### config.mk
export PLATFORM = sky130hd
export DESIGN_NAME = cic_decim
export DESIGN_NICKNAME = d
export VERILOG_FILES = /design/src/rtl/cic_pkg.sv /design/src/rtl/cic_integrator.sv /design/src/rtl/cic_decim.sv
export SDC_FILE = /design/constraint.sdc
export NUM_CORES = 1
export LEC_CHECK = 0
export CORE_MARGIN = 10
export CORE_UTILIZATION = 38
export CTS_BUF_LIST = sky130_fd_sc_hd__clkbuf_4 sky130_fd_sc_hd__clkbuf_8
export CTS_CLUSTER_SIZE = 40
export DETAILED_ROUTE_END_ITERATION = 7
export PLACE_DENSITY = 0.51
export RECOVER_POWER = 25
export SYNTH_ARGS = -nofsm -noshare
export SYNTH_HDL_FRONTEND = slang
export SYNTH_HIERARCHICAL = 1
export SYNTH_SLANG_ARGS = --single-unit
### constraint.sdc
create_clock -name clk -period 5.05 [get_ports clk]
set_input_delay 1.01 -clock clk [delete_from_list [all_inputs] [get_ports clk]]
set_output_delay 1.01 -clock clk [all_outputs]
set_load 0.01 [all_outputs]
### src/rtl/cic_pkg.sv
// Shared types and helpers for the CIC decimator: FSM state encoding,
// decimation-exponent clamp and the MSB-alignment shift.
package cic_pkg;

    typedef enum logic [1:0] {
        IDLE,
        SETTLE,
        RUN
    } cic_state_t;

    // k = 0 would make R = 1 and let a dev collide with dev_d; never allow it.
    function automatic int clamp_k(input int sel, input int kmax);
        if (sel < 1) begin
            return 1;
        end
        if (sel > kmax) begin
            return kmax;
        end
        return sel;
    endfunction

    // Gain of the filter is R^ORDER = 2^(ORDER*k); shift it up to 2^(ORDER*kmax).
    function automatic int norm_shift(input int order, input int kmax, input int k);
        return order * (kmax - k);
    endfunction

endpackage

### src/rtl/cic_integrator.sv
// One wrapping W-bit integrator stage of the CIC decimator.
module cic_integrator #(
    parameter int W = 25
) (
    input  logic         clk,
    input  logic         reset_n,
    input  logic         clr,
    input  logic         en,
    input  logic [W-1:0] din,
    output logic [W-1:0] acc
);

    always_ff @(posedge clk) begin
        if (!reset_n || clr) begin
            acc <= '0;
        end else if (en) begin
            acc <= acc + din;
        end
    end

endmodule

### src/rtl/cic_decim.sv
// N-th order CIC decimator for a 1-bit modulator stream, runtime R = 2^k,
// single clock with sample qualifier and output strobe, MSB-aligned result.
//
//   state  | meaning
//   IDLE   | datapath cleared, k_act follows clamped dec_sel
//   SETTLE | filter running, first ORDER comb outputs not strobed
//   RUN    | out_valid pulses once per decimation event
module cic_decim
    import cic_pkg::*;
#(
    parameter int ORDER        = 3,
    parameter int DEC_LOG2_MAX = 8,
    parameter int OUT_W        = 14,
    localparam int W           = ORDER * DEC_LOG2_MAX + 1,
    localparam int KW          = $clog2(DEC_LOG2_MAX + 1)
) (
    input  logic             clk,
    input  logic             reset_n,
    input  logic             enable,
    input  logic [KW-1:0]    dec_sel,
    input  logic             in,
    input  logic             in_valid,
    output logic [OUT_W-1:0] out,
    output logic             out_valid,
    output logic             settling
);

    localparam int SW = $clog2(ORDER + 1);

    cic_state_t              state;
    logic [KW-1:0]           k_act;
    logic [SW-1:0]           settle_cnt;
    logic [DEC_LOG2_MAX-1:0] cnt;
    logic [DEC_LOG2_MAX:0]   r_act;
    logic [DEC_LOG2_MAX-1:0] cnt_last;
    logic                    acc_en;
    logic                    dev;
    logic                    dev_d;
    logic                    clr_dp;
    logic [W-1:0]            acc [0:ORDER];
    logic [W-1:0]            z   [1:ORDER];
    logic [W-1:0]            c   [0:ORDER];
    logic [W-1:0]            norm;

    assign clr_dp   = (state == IDLE) || !enable;
    assign acc_en   = in_valid && (state != IDLE);
    assign r_act    = (DEC_LOG2_MAX + 1)'(1) << k_act;
    assign cnt_last = DEC_LOG2_MAX'(r_act - 1'b1);
    assign dev      = acc_en && (cnt == cnt_last);

    assign acc[0] = {{(W - 1){1'b0}}, in};

    // Each stage adds the pre-update value of the previous one.
    for (genvar i = 1; i <= ORDER; i++) begin : g_int
        cic_integrator #(.W(W)) u_int (
            .clk     (clk),
            .reset_n (reset_n),
            .clr     (clr_dp),
            .en      (acc_en),
            .din     (acc[i-1]),
            .acc     (acc[i])
        );
    end

    always_comb begin
        c[0] = acc[ORDER];
        for (int i = 1; i <= ORDER; i++) begin
            c[i] = c[i-1] - z[i];
        end
    end

    assign norm = c[ORDER] << norm_shift(ORDER, DEC_LOG2_MAX, int'(k_act));

    always_ff @(posedge clk) begin
        if (!reset_n || clr_dp) begin
            cnt   <= '0;
            dev_d <= 1'b0;
            for (int i = 1; i <= ORDER; i++) begin
                z[i] <= '0;
            end
        end else begin
            if (acc_en) begin
                cnt <= dev ? '0 : cnt + 1'b1;
            end
            dev_d <= dev;
            if (dev_d) begin
                for (int i = 1; i <= ORDER; i++) begin
                    z[i] <= c[i-1];
                end
            end
        end
    end

    always_ff @(posedge clk) begin
        if (!reset_n) begin
            state      <= IDLE;
            settling   <= 1'b0;
            settle_cnt <= '0;
            k_act      <= KW'(clamp_k(int'(dec_sel), DEC_LOG2_MAX));
        end else begin
            case (state)
                IDLE: begin
                    k_act      <= KW'(clamp_k(int'(dec_sel), DEC_LOG2_MAX));
                    settle_cnt <= '0;
                    if (enable) begin
                        state    <= SETTLE;
                        settling <= 1'b1;
                    end
                end
                SETTLE: begin
                    if (!enable) begin
                        state      <= IDLE;
                        settling   <= 1'b0;
                        settle_cnt <= '0;
                    end else if (dev_d) begin
                        if (settle_cnt == SW'(ORDER - 1)) begin
                            state      <= RUN;
                            settling   <= 1'b0;
                            settle_cnt <= '0;
                        end else begin
                            settle_cnt <= settle_cnt + 1'b1;
                        end
                    end
                end
                RUN: begin
                    if (!enable) begin
                        state <= IDLE;
                    end
                end
                default: begin
                    state    <= IDLE;
                    settling <= 1'b0;
                end
            endcase
        end
    end

    // out keeps its last value across a disable; only reset zeroes it.
    always_ff @(posedge clk) begin
        if (!reset_n) begin
            out       <= '0;
            out_valid <= 1'b0;
        end else begin
            out_valid <= 1'b0;
            if (dev_d && !clr_dp) begin
                out       <= OUT_W'(norm >> (W - OUT_W));
                out_valid <= (state == RUN);
            end
        end
    end

endmodule
* Word level (Yosys, flattened, before mapping) *
Memory sizes are Yosys's and may differ from the RTL's.
Index checks and enable logic that the tools add are counted.
W data, S select, Z words.

storage, ports and cells
  output and inout bits = 16
  bits of input ports = 9
  bits in writable memories = 75
  flip-flop bits (word level) = 108
  memories = 1
  word-level logic and storage cells = 97
  memory bits (read-only) = 0
  latch bits = 0

operators by class
  muxes and demuxes = 42
  multiply operators = 1
  reductions and logical operators = 15
  add/sub/neg operators = 10
  divide/modulo/power cells = 0
  bitwise gates (word level) = 4
  eq/ne operators = 9
  order comparisons = 2
  shift-type cells = 2

memory list
  memory  words  bits a word  rd ports  clocked after memory_dff  write ports  line             text
  z       3      25           3         0                         3            cic_decim.sv:41  logic [W-1:0] z [1:ORDER];

operators by type and width
  cell                   count
  $mux W25               3
  $sub A25 B25 Y25       3
  $add A25 B25 Y25       2
  $shl A25 B32 Y25       1
  $mux W4                7
  $add A25 B1 Y25        1
  $mux W1                20
  $mux W2                8
  $add A8 B1 Y8 const B  1
  $eq A8 B8 Y1           1
  $mul A3 B5 Y8 const A  1
  $mux W8                1
  $reduce_and A4 Y1      2
  $shl A1 B4 Y8 const A  1
  $sub A8 B1 Y8 const B  1
  $ne A3 B3 Y1 const B   2
  $pmux W2 S3            1
  $sub A4 B4 Y5 const A  1
  $eq A2 B2 Y1 const B   2
  $gt A4 B4 Y1 const B   1
  $lt A4 B1 Y1 const B   1
  $ne A2 B2 Y1 const B   2
  $pmux W2 S2            1
  $reduce_and A2 Y1      2
  11 further kinds       19

* Logic depth before layout (Yosys ltp) *
  word-level depth = 11
  depth in mapped cells = 30
  depth with buffers taken out = 30

* Hierarchy *
Netlist, hierarchy kept.

modules (own cells, without submodules)
  module          area each (um^2)  cells an instance  times used  sequential area each (um^2)
  cic_decim       9924.5            1165               1           2952.8
  cic_integrator  2180.8            269                3           500.5

* Worst setup path before layout *
Ideal clock, no wire load.

  kind = register to register
  start point = register z[0][5] (netlist name)
  end point = register out[13]
  arrival time = 5.525 ns
  buffers on the path = 0
  period minus slack after synthesis = 5.595 ns
  library setup time = 0.070 ns
  required time = 4.980 ns
  setup slack = -0.545 ns
  cell stages (with the launch flop) = 30
  cells stage by stage = edfxtp_1 > inv_1 > ha_1 > o21a_1 > o21ai_0 > or3_1 > a31o_2 > nor2b_1 > o21bai_1 > a21o_1 > a21bo_2 > xor2_1 > ha_1 > a21o_1 > a21oi_1 > a21boi_0 > o21bai_1 > o21ai_0 > xnor2_1 > ha_1 > and3_1 > and2_1 > a221oi_1 > nor2b_1 > a211oi_1 > o221ai_1 > a311o_1 > o2111ai_1 > o221ai_1 > a21oi_1

RTL lines
  element               line              text
  end signal, assigned  cic_decim.sv:146  out <= OUT_W'(norm >> (W - OUT_W));
  end, declared         cic_decim.sv:23   output logic [OUT_W-1:0] out,

==> impl_metrics.json <==
{
  "status": "finished, violations left",
  "violations": "max-capacitance violations, max-slew violations, negative setup slack",
  "pin_count": 25,
  "crit_type": "reg2reg",
  "antenna_found_initial": 0,
  "crit_path_start": "z[0][1]$_SDFFCE_PN0P_",
  "cts_buffer_depth": 2,
  "worst-path-max-fanout": 4,
  "drive_gt1_share_pct": 20.2,
  "insertion_delay_ps": 560,
  "worst_setup_path_start_kind": "flop",
  "rr_startpoint": "z[0][1]$_SDFFCE_PN0P_",
  "fmax_mhz": 175,
  "pwr_density_cell_nw_per_um2": 322,
  "ys.flop_type": "dfxtp_1",
  "fill_cells": 4306,
  "grt_usage_pct": 16.2,
  "synth_area_per_cell_um2": 8.35,
  "postLayoutCellArea_um2": 20100,
  "post-route-util_pct": 46.8,
  "crit_top_cell": "nor2b_4",
  "first_global_vias": 14700,
  "synth_top_area_cell": "edfxtp_1",
  "place_area_um2": 19000,
  "mostFrequentLayoutCells": "241 x buf_4, 167 x nand2_1, 164 x nor2_1",
  "synth_area_leaders": "edfxtp_1 14%, dfxtp_1 13%, ha_1 12%, a21oi_1 4.3%, xnor2_1 4.2%",
  "rsz0062_at_grt": "true",
  "final_nets": 2394,
  "synth_edf_count": 79,
  "worst_ir_drop_vdd_uv": 159,
  "fin_ws_ps": -670,
  "synth_seq_cells": 183,
  "ys_async_sr_fraction_pct": 0,
  "overflow": 0,
  "worstSetupEndpointType": "flop",
  "cts_tree": "built",
  "hpwl_um": 33500,
  "hold_path.class": "reg2reg",
  "hp-start": "out[4]$_SDFFE_PN0P_",
  "area_growth_pct": 22.1,
  "hold_viol_final": 0,
  "clk_pin_slew_ps": 110,
  "fp.coreArea_um2": 43000,
  "io_buffers": 24,
  "yosysSeqAreaShare_pct": 27.0,
  "drc": 0,
  "skew_ps": 17.2,
  "pre_cts_ws_ps": -788,
  "drtIter0Drc": 527,
  "cap_viol_max_count": 1,
  "start_util_pct": 38.3,
  "crit_slowest_cell": "edfxtp_1",
  "drt-pass1-iter-count": 5,
  "ff_latch_area_um2": 4460,
  "cts_made_buffers": 17,
  "required_ps": 5520,
  "rows": 76,
  "postRouteAntennaNets": 0,
  "wl_per_cell_um": 15.1,
  "synth_area_um2": 16500,
  "wl_um": 42500,
  "setup_viol": 14,
  "fin_crit_ps": 5720,
  "root_buffer": "clkbuf_8",
  "relSlewSlack_pct": -61.3,
  "dieHeight_um": 228,
  "whs_ps": 478,
  "grt_pass1_wl_um": 70300,
  "grt_start_max_net_pins": 67,
  "die_w_um": 228,
  "place_congestion": 0.852,
  "synth_top_area_share_pct": 14.4,
  "multi_input_area_um2": 11900,
  "synth_cell_type_count": 95,
  "max_stage_delay_ps": 420,
  "h-tree-depth": 4,
  "power_mw": 6.47,
  "viasPerCell": 5.27,
  "clock_sinks": 183,
  "crit_arrival_ps": 6190,
  "p_leak_nw": 8.46,
  "finalCritPeriodShare_pct": 113,
  "diodes": 0,
  "vias": 14800,
  "tightest_slew_ps": 2420,
  "die_area_um2": 52100,
  "drv_slew": 67,
  "synthCells": 1972,
  "final_common_cell": "buf_4",
  "yosysWarnings": 6
}
cells in the mapped netlist (7+ instances only):
cell,number
or4_1,9
o311ai_0,7
buf_6,7
clkbuf_1,48
mux2_2,8
o31ai_1,9
a31oi_1,29
a21boi_0,9
and3_1,15
a21o_1,54
ha_1,160
buf_4,10
a211oi_1,38
a32oi_1,7
o211ai_1,25
inv_1,120
xor2_1,35
nor2b_1,26
or3_1,16
o21ai_1,9
o21ai_0,97
a21oi_1,143
mux2i_1,40
nand3_1,47
xnor2_1,79
o21bai_1,9
nor3b_1,11
o22ai_1,16
a221oi_1,8
nand2_1,168
dfxtp_1,104
nand4_1,22
nor2_1,168
nor3_1,56
o21a_1,28
and2_1,77
o2111ai_1,7
a211oi_2,9
nand2b_1,25
edfxtp_1,79
fa_1,7
state kept, by name, summed over array words and instances, names as in the netlist:
signal,flops
z,75
state,2
settling,1
settle_cnt,2
g_int.u_int/acc,75
out_valid,1
cnt,8
out,14
dev_d,1
k_act,4
power breakdown:
part           switching [mW]  internal [mW]  leakage, nW  total [mW]
registers              0.0118           1.55         1.78        1.57
logic                    1.94           1.94         6.50        3.88
clock network           0.615          0.404        0.182        1.02
total                    2.57           3.90         8.46        6.47
area by class of cell:
cell class	instances	area share, %
Multi-Input combinational cell	1616	59.2
Sequential cell	183	22.2
Timing Repair Buffer	280	11.0
Tap cell	585	3.64
Inverter	120	2.24
Clock buffer	19	1.24
Clock inverter	13	0.604
through the flow:
step                cells  setup TNS [ps]
finish               2816           -6270
global route         2816          -11700
CTS                  2812           -7040
detailed placement   2762           -7990
global placement     2762           -6670
floorplan            1997           -1020
cell families after synthesis:
family | after synthesis | share of synthesized area (%)
xor+xnor | 115 | 6.16
compound gates | 594 | 25.3
simple gates | 664 | 19.7
other cells | 1 | 0.0228
buf+inv | 198 | 5.47
mux | 50 | 3.25
flops | 183 | 27.0
fa+ha+maj | 167 | 13.0
routing by layer:
layer  part of all wire [%]  GRT usage [%]
met5                      0              0
met4                    3.5           7.50
met3                    2.4           3.04
met2                     52           30.7
met1                     42           16.8
timing repair:
| action | in CTS | in global routing |
|---|---|---|
| hold buffers | 0 | 0 |
| pin swaps | 62 | 38 |
| buffers inserted | 18 | 4 |
| resized for setup | 69 | 50 |
| endpoints found under the setup margin | 14 | 14 |
| cloned | 0 | 0 |
worst paths after layout:
kind | end | slack (ps) | depth (start not counted)
setup / recovery | out[11]$_SDFFE_PN0P_ | -670 | 30
hold reg to reg | out[4]$_SDFFE_PN0P_ | 480 | 2
hold / removal | out[4]$_SDFFE_PN0P_ | 480 | 2
setup reg to reg | out[11]$_SDFFE_PN0P_ | -670 | 30
critical path, delay by kind of cell (launching register included):
family | cells | cell delay, ps
AOI/OAI and AO/OA | 16 | 2580
and+or+nand+nor | 6 | 1000
adders and majority gates | 3 | 790
DFF | 1 | 420
xor gates and xnor gates | 2 | 320
muxes | 1 | 250
buffers and inverters | 2 | 240
Note: power is estimated with default switching activity, not from simulation.
